--- config.mk ---
export PLATFORM = sky130hd
export DESIGN_NAME = syndrome_stream_packer
export DESIGN_NICKNAME = d
export VERILOG_FILES = /design/src/rtl/syndrome_stream_packer.sv
export SDC_FILE = /design/constraint.sdc
export NUM_CORES = 1
export LEC_CHECK = 0
export CORE_ASPECT_RATIO = 0.75
export CORE_MARGIN = 4
export CORE_UTILIZATION = 30
export DETAILED_ROUTE_END_ITERATION = 8
export DONT_BUFFER_PORTS = 1
export PLACE_DENSITY = 0.45
export SLEW_MARGIN = 20
export SYNTH_ARGS = -nofsm -noshare
export SYNTH_HDL_FRONTEND = slang
export SYNTH_SLANG_ARGS = --single-unit
--- constraint.sdc ---
create_clock -name clk -period 3.85 [get_ports clk]
set_input_delay 0.77 -clock clk [delete_from_list [all_inputs] [get_ports clk]]
set_output_delay 0.77 -clock clk [all_outputs]
set_load 0.01 [all_outputs]
--- src/rtl/syndrome_stream_packer.sv ---
// Buffers measurement rounds in a small FIFO and serialises each decoding frame
// (header byte, then GRID_WIDTH_U rounds packed LSB-first) onto an 8-bit valid/ready stream.
module syndrome_stream_packer #(
  parameter int          GRID_WIDTH_X = 4,
  parameter int          GRID_WIDTH_Z = 1,
  parameter int          GRID_WIDTH_U = 3,
  parameter int          FIFO_DEPTH   = 4,
  parameter logic [7:0]  HEADER_BYTE  = 8'h01,
  localparam int ROUND_BITS      = GRID_WIDTH_X * GRID_WIDTH_Z,
  localparam int BYTES_PER_ROUND = (ROUND_BITS + 7) / 8,
  localparam int LEVEL_W         = $clog2(FIFO_DEPTH) + 1
) (
  input  logic                  clk,
  input  logic                  reset,
  input  logic [ROUND_BITS-1:0] meas_data,
  input  logic                  meas_valid,
  output logic                  meas_ready,
  output logic [7:0]            out_data,
  output logic                  out_valid,
  input  logic                  out_ready,
  output logic                  frame_done,
  output logic [LEVEL_W-1:0]    fifo_level
);

  localparam int PTR_W       = $clog2(FIFO_DEPTH);
  localparam int PAD_BITS    = BYTES_PER_ROUND * 8 - ROUND_BITS;
  localparam int BYTE_CNT_W  = (BYTES_PER_ROUND > 1) ? $clog2(BYTES_PER_ROUND) : 1;
  localparam int ROUND_CNT_W = (GRID_WIDTH_U > 1) ? $clog2(GRID_WIDTH_U) : 1;

  typedef enum logic [1:0] {
    ST_IDLE    = 2'd0,
    ST_HEADER  = 2'd1,
    ST_PAYLOAD = 2'd2
  } state_e;

  state_e                   state_q, state_d;
  logic [PTR_W-1:0]         rd_ptr_q, rd_ptr_d;
  logic [PTR_W-1:0]         wr_ptr_q, wr_ptr_d;
  logic [LEVEL_W-1:0]       level_q, level_d;
  logic [BYTE_CNT_W-1:0]    byte_cnt_q, byte_cnt_d;
  logic [ROUND_CNT_W-1:0]   round_cnt_q, round_cnt_d;
  logic                     active_q;

  logic [ROUND_BITS-1:0]    mem_q [FIFO_DEPTH];
  logic [ROUND_BITS-1:0]    head;
  logic [BYTES_PER_ROUND*8-1:0] head_padded;
  logic [7:0]               lanes [BYTES_PER_ROUND];
  logic [7:0]               cur_byte;

  logic full, empty, push, pop, last_byte, last_round;

  // Acceptance is gated by active_q so meas_ready stays low while reset is held.
  assign full       = (level_q == LEVEL_W'(FIFO_DEPTH));
  assign empty      = (level_q == '0);
  assign meas_ready = active_q && !full;
  assign push       = meas_valid && meas_ready;
  assign fifo_level = level_q;
  assign last_byte  = (byte_cnt_q == BYTE_CNT_W'(BYTES_PER_ROUND - 1));
  assign last_round = (round_cnt_q == ROUND_CNT_W'(GRID_WIDTH_U - 1));

  always_ff @(posedge clk) begin
    if (push) begin
      mem_q[wr_ptr_q] <= meas_data;
    end
  end

  assign head = mem_q[rd_ptr_q];

  generate
    if (PAD_BITS > 0) begin : g_pad
      assign head_padded = {{PAD_BITS{1'b0}}, head};
    end else begin : g_nopad
      assign head_padded = head;
    end
  endgenerate

  for (genvar gi = 0; gi < BYTES_PER_ROUND; gi++) begin : g_lane
    assign lanes[gi] = head_padded[8*gi +: 8];
  end

  always_comb begin
    cur_byte = 8'h00;
    for (int i = 0; i < BYTES_PER_ROUND; i++) begin
      if (byte_cnt_q == BYTE_CNT_W'(i)) begin
        cur_byte = lanes[i];
      end
    end
  end

  always_comb begin
    state_d     = state_q;
    byte_cnt_d  = byte_cnt_q;
    round_cnt_d = round_cnt_q;
    out_valid   = 1'b0;
    out_data    = 8'h00;
    frame_done  = 1'b0;
    pop         = 1'b0;
    case (state_q)
      ST_IDLE: begin
        if (!empty) begin
          state_d = ST_HEADER;
        end
      end
      ST_HEADER: begin
        out_valid = 1'b1;
        out_data  = HEADER_BYTE;
        if (out_ready) begin
          state_d     = ST_PAYLOAD;
          byte_cnt_d  = '0;
          round_cnt_d = '0;
        end
      end
      ST_PAYLOAD: begin
        // An empty FIFO stalls the frame in place rather than ending it.
        if (!empty) begin
          out_valid = 1'b1;
          out_data  = cur_byte;
          if (out_ready) begin
            if (last_byte) begin
              pop        = 1'b1;
              byte_cnt_d = '0;
              if (last_round) begin
                frame_done  = 1'b1;
                round_cnt_d = '0;
                state_d     = ST_IDLE;
              end else begin
                round_cnt_d = round_cnt_q + ROUND_CNT_W'(1);
              end
            end else begin
              byte_cnt_d = byte_cnt_q + BYTE_CNT_W'(1);
            end
          end
        end
      end
      default: begin
        state_d = ST_IDLE;
      end
    endcase
  end

  always_comb begin
    level_d  = level_q;
    rd_ptr_d = rd_ptr_q;
    wr_ptr_d = wr_ptr_q;
    if (push) begin
      wr_ptr_d = wr_ptr_q + PTR_W'(1);
    end
    if (pop) begin
      rd_ptr_d = rd_ptr_q + PTR_W'(1);
    end
    if (push && !pop) begin
      level_d = level_q + LEVEL_W'(1);
    end else if (pop && !push) begin
      level_d = level_q - LEVEL_W'(1);
    end
  end

  always_ff @(posedge clk or negedge reset) begin
    if (!reset) begin
      state_q     <= ST_IDLE;
      rd_ptr_q    <= '0;
      wr_ptr_q    <= '0;
      level_q     <= '0;
      byte_cnt_q  <= '0;
      round_cnt_q <= '0;
      active_q    <= 1'b0;
    end else begin
      state_q     <= state_d;
      rd_ptr_q    <= rd_ptr_d;
      wr_ptr_q    <= wr_ptr_d;
      level_q     <= level_d;
      byte_cnt_q  <= byte_cnt_d;
      round_cnt_q <= round_cnt_d;
      active_q    <= 1'b1;
    end
  end

endmodule
==> results by group, run 1 <==
Status
  – Result of the run: finished, final reports clean

Placement
  – Placed wire-length estimate: 1840 µm
  – Placer's final routability congestion estimate: roughly 0.72
  – Post-placement setup slack: approximately 1.4 ns
  – DP Area: 1440 µm²
  – Count of port buffers added during placement: 0

Synth
  – Number of flops mapped to enable cells by yosys: 16
  – Predominant post-synthesis flop cell: sky130_fd_sc_hd__edfxtp_1
  – Register area share after synthesis: 0.556
  – Warnings from Yosys: 0
  – Distinct cell type count after synthesis: 31
  – Top post-synthesis cells by area: sky130_fd_sc_hd__edfxtp_1, sky130_fd_sc_hd__dfrtp_1, sky130_fd_sc_hd__ha_1
  – Post-synthesis instance total: roughly 100
  – Fraction of synthesized cell area taken by the top area cell type: 0.342
  – Synthesis-stage register bit count: 28
  – Netlist area before placement: roughly 1400 µm²
  – Avg Inst Size Synth: between 10 and 15 µm²
  – Top cells by count, synth: sky130_fd_sc_hd__edfxtp_1, sky130_fd_sc_hd__dfrtp_1, sky130_fd_sc_hd__ha_1
  – Most frequent cell after synthesis: sky130_fd_sc_hd__edfxtp_1
  – Yosys top cell by area: sky130_fd_sc_hd__edfxtp_1
  – Share of async-settable or async-resettable flops after synthesis: 0.429

Timing
  – Fmax: 380 MHz
  – Actual transition at the worst max-transition pin: between 0.5 and 0.6 ns
  – Clock Skew: 0.00126 ns
  – Total negative slack: 0 ns
  – Setup repair after global routing missed its margin: no
  – Post-route worst setup slack: around 1.2 ns
  – Number of setup violations in the final report: 0
  – Worst hold slack across all endpoints: 0.185 ns
  – Hold Fails Final Rpt: 0
  – Slew Limit Fails: 0
  – Time the worst path needs with I/O delays and setup: around 2.6 ns
  – Post-route clock period utilization: 0.684
  – Worst slew margin: 0.640

Clocking
  – Clock sinks: 28
  – Buffer cell driving the clock tree root: sky130_fd_sc_hd__clkbuf_8
  – TritonCTS Buffers: 3
  – CTS HTree Levels: 1
  – Post-CTS setup buffer count: 0
  – CTS Hold Bufs: 0
  – Largest buffer count on any clock path: 2
  – Worst skew pair latency: 0.27 ns
  – Number of resized instances in the post-cts repair step: 0
  – Clock edge transition at the registers on the reported setup and hold paths: approximately 0.09 ns
  – CTS tree: yes

Routing
  – Post-route DRC violation count: 0
  – Routed wire length: approximately 2400 µm
  – DRT iter0 DRCs: 45
  – Average via count per standard cell: between 4 and 5
  – Number of vias after detailed routing: between 700 and 800
  – Detailed-routing iteration count for the pre-antenna-repair pass: 4
  – Routed Antenna Nets: 0
  – Routed wire length per instance: between 10 and 15 µm

Power
  – Pwr per Cell Area: 673 nW/µm²
  – Largest voltage drop on the vdd net: ~0.00032 V
  – Total power consumption of the routed design: roughly 1 mW
  – Static leakage: about 0.58 nW

Floorplanning
  – Area of the die: ~5800 µm²
  – Overall die height: approximately 67 µm
  – Die width: a little under 90 µm
  – Core area: 4490 µm²
  – Number of I/O pins: 22
  – Starting density of the core: 0.312
  – # rows: 21

Worst setup path
  – Register-to-Register Setup Slack: 1.49 ns
  – Data arrival at the endpoint of the critical path: ~1.9 ns
  – CP Class: register to output pin
  – Peak fanout along the critical path: 10
  – Data required time at the worst endpoint: around 3.1 ns
  – Startpoint type of the worst setup path: register
  – Kind of end point of the critical path: output pin

Global route
  – Maximum number of pins on one net before global-route repair: 15
  – GRT Residual Overflow: 0
  – Number of global-route vias before repair: between 700 and 800
  – Global-route wire length before repair: 3860 µm
  – Total GRT Usage: 0.0884
  – Initial antenna violation count: 0

Finish
  – Layout Nets: 124
  – Combined area of the multi-input logic cells: around 560 µm²
  – Antenna Cells: 0
  – Layout cell share with drive strength beyond 1: 0.0874
  – Filler cell count: approximately 450
  – Signed area change from the synthesized netlist to the final layout: 5.26%
  – Final standard cell area without fillers: 1480 µm²
  – Sequential cell area: just under 800 µm²

Hold path
  – Worst hold path type: input pin to asynchronous set/reset pin

Job
  – Max-cap check violation count: 0
-- critical path, cell delays in order, from the launching register on --
cell and delay, ns:
sky130_fd_sc_hd__dfrtp_1 0.42, sky130_fd_sc_hd__inv_1 0.12, sky130_fd_sc_hd__ha_1 0.37, sky130_fd_sc_hd__nand3_1 0.25
sky130_fd_sc_hd__o21ai_0 0.42
-- cell families (layout without fill, tap and decap cells) --
| kind of cell | Yosys count | after routing | share of synthesized area |
|---|---|---|---|
| AND/OR/NAND/NOR | 27 | 27 | 0.113 |
| flip-flops | 28 | 28 | 0.556 |
| AO/OA/AOI/OAI | 9 | 9 | 0.0419 |
| adder cells (fa/ha/maj) | 11 | 11 | 0.103 |
| multiplexers | 7 | 7 | 0.0882 |
| XOR/XNOR | 6 | 6 | 0.0374 |
| other | 2 | 5 | 0.00535 |
| buffers and inverters | 14 | 10 | 0.0544 |
-- registers in the layout, indices dropped and copies added, names as in the netlist --
signal       count
mem_q           16
active_q         1
fifo_level       3
state_q          2
round_cnt_q      2
rd_ptr_q         2
wr_ptr_q         2
-- through the flow --
stage	util	std cells
after global routing	0.329	160
final	0.329	160
after CTS	0.329	160
after floorplan	-	107
after global placement	0.320	157
after detailed placement	0.320	157
-- layout make-up --
type | instances | share of cell area
sequential | 28 | 0.528
multi-input combinational | 65 | 0.378
tap | 57 | 0.0483
clock buffer | 3 | 0.0279
inverter | 7 | 0.0178
-- final timing paths --
| path | startpoint | endpoint | depth (start not counted) |
|---|---|---|---|
| max | state_q[0] | out_data[0] | 4 |
| min | reset | fifo_level[0] | 0 |
| max reg2reg | fifo_level[0] | fifo_level[2] | 8 |
| min reg2reg | state_q[1] | state_q[1] | 1 |
| max in group asynchronous | reset | wr_ptr_q[0] | 0 |
| min in group clk | state_q[1] | state_q[1] | 1 |
-- layer usage --
| metal | global-route usage | share of wire | wire, µm | vias up |
|---|---|---|---|---|
| li1 | - | - | - | 355 |
| met1 | 0.116 | 0.45 | 1070 | 360 |
| met2 | 0.133 | 0.46 | 1100 | 17 |
| met3 | 0.0402 | 0.078 | 185 | 2 |
| met4 | 0.0233 | 0.0072 | 17 | 0 |
| met5 | 0 | 0 | 0 | - |
-- cells in the final DEF (no fill, tap or decap), types with 2 or more instances in the layout --
| cell | synthesis | layout |
|---|---|---|
| sky130_fd_sc_hd__edfxtp_1 | 16 | 16 |
| sky130_fd_sc_hd__dfrtp_1 | 12 | 12 |
| sky130_fd_sc_hd__ha_1 | 10 | 10 |
| sky130_fd_sc_hd__inv_1 | 7 | 7 |
| sky130_fd_sc_hd__nand2_1 | 6 | 6 |
| sky130_fd_sc_hd__nor2b_1 | 5 | 5 |
| sky130_fd_sc_hd__conb_1 | 2 | 5 |
| sky130_fd_sc_hd__nand3_1 | 4 | 4 |
| sky130_fd_sc_hd__mux4_2 | 4 | 4 |
| sky130_fd_sc_hd__and2_1 | 4 | 4 |
| sky130_fd_sc_hd__xnor2_1 | 4 | 4 |
| sky130_fd_sc_hd__nor2_1 | 3 | 3 |
| sky130_fd_sc_hd__o21ai_0 | 3 | 3 |
| sky130_fd_sc_hd__clkbuf_8 | 0 | 3 |
| sky130_fd_sc_hd__a21oi_1 | 2 | 2 |
| sky130_fd_sc_hd__mux2_1 | 2 | 2 |
| sky130_fd_sc_hd__xor2_1 | 2 | 2 |
-- power by group --
part / total, mW / switching, mW / internal (mW)
Sequential: 0.496 / 0.102 / 0.394
Combinational: 0.344 / 0.173 / 0.170
Clock: 0.155 / 0.0848 / 0.0701
(Power assumes the default switching activity.)
==> inputs of run 2 (changes only) <==
--- a/config.mk
+++ b/config.mk
@@ -10,7 +10,7 @@
 export CORE_UTILIZATION = 30
 export DETAILED_ROUTE_END_ITERATION = 8
 export DONT_BUFFER_PORTS = 1
-export PLACE_DENSITY = 0.45
+export PLACE_DENSITY = 0.46
 export SLEW_MARGIN = 20
 export SYNTH_ARGS = -nofsm -noshare
 export SYNTH_HDL_FRONTEND = slang
==> constraint.sdc (replaced) <==
create_clock -name clk -period 2.3 [get_ports clk]
set_input_delay 0.46 -clock clk [delete_from_list [all_inputs] [get_ports clk]]
set_output_delay 0.46 -clock clk [all_outputs]
set_load 0.01 [all_outputs]
==> results by group, run 2 (synthesized netlist as in run 1, its figures left out) <==
Status
  – Result of the run: finished, final reports clean

Floorplanning
  – # rows: 21
  – Overall die height: 67.2 µm
  – Core area: 4490 µm²
  – Starting density of the core: 0.312
  – Die width: about 87 µm
  – Number of I/O pins: 22
  – Area of the die: 5850 µm²

Routing
  – Routed wire length: approximately 2400 µm
  – Routed Antenna Nets: 0
  – Post-route DRC violation count: 0
  – Routed wire length per instance: roughly 15 µm
  – Average via count per standard cell: about 4.6
  – Number of vias after detailed routing: 767
  – Detailed-routing iteration count for the pre-antenna-repair pass: 4
  – DRT iter0 DRCs: between 50 and 60

Finish
  – Signed area change from the synthesized netlist to the final layout: 10.5%
  – Layout cell share with drive strength beyond 1: 0.153
  – Flip-flop count of the largest register, all copies and words added: 16
  – Combined area of the multi-input logic cells: about 560 µm²
  – Most frequent cells in the layout: sky130_fd_sc_hd__edfxtp_1, sky130_fd_sc_hd__dfrtp_1, sky130_fd_sc_hd__ha_1
  – Layout Nets: approximately 130
  – Number of cells in the finished layout apart from fillers: between 150 and 200
  – Most common cell after layout, fill and taps aside: sky130_fd_sc_hd__edfxtp_1
  – Antenna Cells: 0
  – Sequential cell area: just under 800 µm²
  – Filler cell count: 446
  – Reg with most FFs: mem_q

Worst setup path
  – Most frequent cell on the critical path: sky130_fd_sc_hd__buf_4
  – Cells traversed along the worst timing path: or3_1 -> buf_4 -> nand3_2 -> o21ai_0 -> buf_4
  – CP Class: register to output pin
  – Crit path largest cell delay: 0.46 ns
  – Kind of end point of the critical path: output pin
  – Data arrival at the endpoint of the critical path: about 1.7 ns
  – Highest-delay cell along the critical path: sky130_fd_sc_hd__dfrtp_1
  – Peak fanout along the critical path: 6
  – Startpoint type of the worst setup path: register
  – Data required time at the worst endpoint: 1.84 ns
  – RR Startpoint: fifo_level[0]
  – Launch point of the worst path: fifo_level[0]

Global route
  – GRT Residual Overflow: 0
  – Total GRT Usage: 0.0919
  – Number of global-route vias before repair: between 700 and 800
  – Initial antenna violation count: 0
  – Maximum number of pins on one net before global-route repair: 16
  – Global-route wire length before repair: about 4000 µm

Hold path
  – Worst hold path type: input pin to register
  – Start point of the worst min-delay path: meas_data[2]

Power
  – Pwr per Cell Area: ~1200 nW/µm²
  – Largest voltage drop on the vdd net: between 0.0003 and 0.0004 V
  – Static leakage: 0.619 nW
  – Total power consumption of the routed design: ~1.8 mW

Placement
  – Post-placement setup slack: between 0.15 and 0.2 ns
  – Total placed cells including tap cells: 163
  – Placer's final routability congestion estimate: 0.737
  – Placed wire-length estimate: ~1900 µm
  – Count of port buffers added during placement: 0

Timing
  – Actual transition at the worst max-transition pin: 0.574 ns
  – Clock Skew: about 0.0010 ns
  – Fmax: 469 MHz
  – Setup repair after global routing missed its margin: no
  – Number of setup violations in the final report: 0
  – Slew Limit Fails: 0
  – Worst slew margin: 0.616
  – Post-route worst setup slack: between 0.15 and 0.2 ns
  – Post-route clock period utilization: 0.926
  – Total negative slack: 0 ns
  – Time the worst path needs with I/O delays and setup: between 2 and 2.5 ns
  – Hold Fails Final Rpt: 0

Clocking
  – Buffer cell driving the clock tree root: sky130_fd_sc_hd__clkbuf_8
  – TritonCTS Buffers: 3
  – Post-CTS setup buffer count: 0
  – CTS tree: yes
  – Largest buffer count on any clock path: 2
  – Worst skew pair latency: 0.27 ns
  – CTS HTree Levels: 1
  – Clock edge transition at the registers on the reported setup and hold paths: ~0.09 ns
  – Clock sinks: 28

Job
  – Max-cap check violation count: 0
-- run 2: cell type report --
cell class	instances	share of cell area
inverter	7	0.0169
tap	57	0.0460
timing repair buffer	7	0.0355
multi-input combinational	65	0.363
clock buffer	4	0.0355
sequential	28	0.503
-- run 2: what timing repair did --
item / in CTS / in global routing
hold buffers: 1 / 0
resized for setup: 0 / 1
endpoints found under the setup margin: 0 / 1
hold endpoints to repair: 12 / 0
-- run 2: path summary, 6_finish.rpt --
check                                 to  slack [ns]  depth (start not counted)
setup / recovery             out_data[0]        0.17                          5
hold / removal               mem_q[2][2]        0.28                          0
setup reg to reg           fifo_level[2]        0.18                          8
hold reg to reg               state_q[1]        0.57                          1
max in group asynchronous  fifo_level[0]        1.31                          1
min in group asynchronous  fifo_level[2]        0.62                          1
-- run 2: metrics by stage --
stage | cell area [µm²] | hold slack [ns] | utilization
finish | 1550 | 0.282 | 0.345
global route | 1550 | 0.261 | 0.345
CTS | 1550 | 0.274 | 0.344
detailed placement | 1480 | 0.165 | 0.330
global placement | 1480 | 0.165 | 0.330
floorplan | 1420 | 0.164 | -
-- run 2: power by group --
| part | internal, mW | leakage [nW] | switching, mW |
|---|---|---|---|
| Clock | 0.153 | 0.0288 | 0.142 |
| Sequential | 0.660 | 0.291 | 0.150 |
| Combinational | 0.345 | 0.300 | 0.341 |
-- run 2: per-layer routing --
metal	track usage	wire [µm]	vias to the layer above
met4	0.0175	27	0
li1	-	-	366
met2	0.141	1150	16
met5	0	0	-
met1	0.118	1110	383
met3	0.0451	151	2
-- run 2: worst max-delay path, delay by kind of cell, from the launching register on --
kind / cells / cell delay, ns
compound gates: 1 / 0.10
buf+inv: 2 / 0.33
flops: 1 / 0.46
simple gates: 2 / 0.52
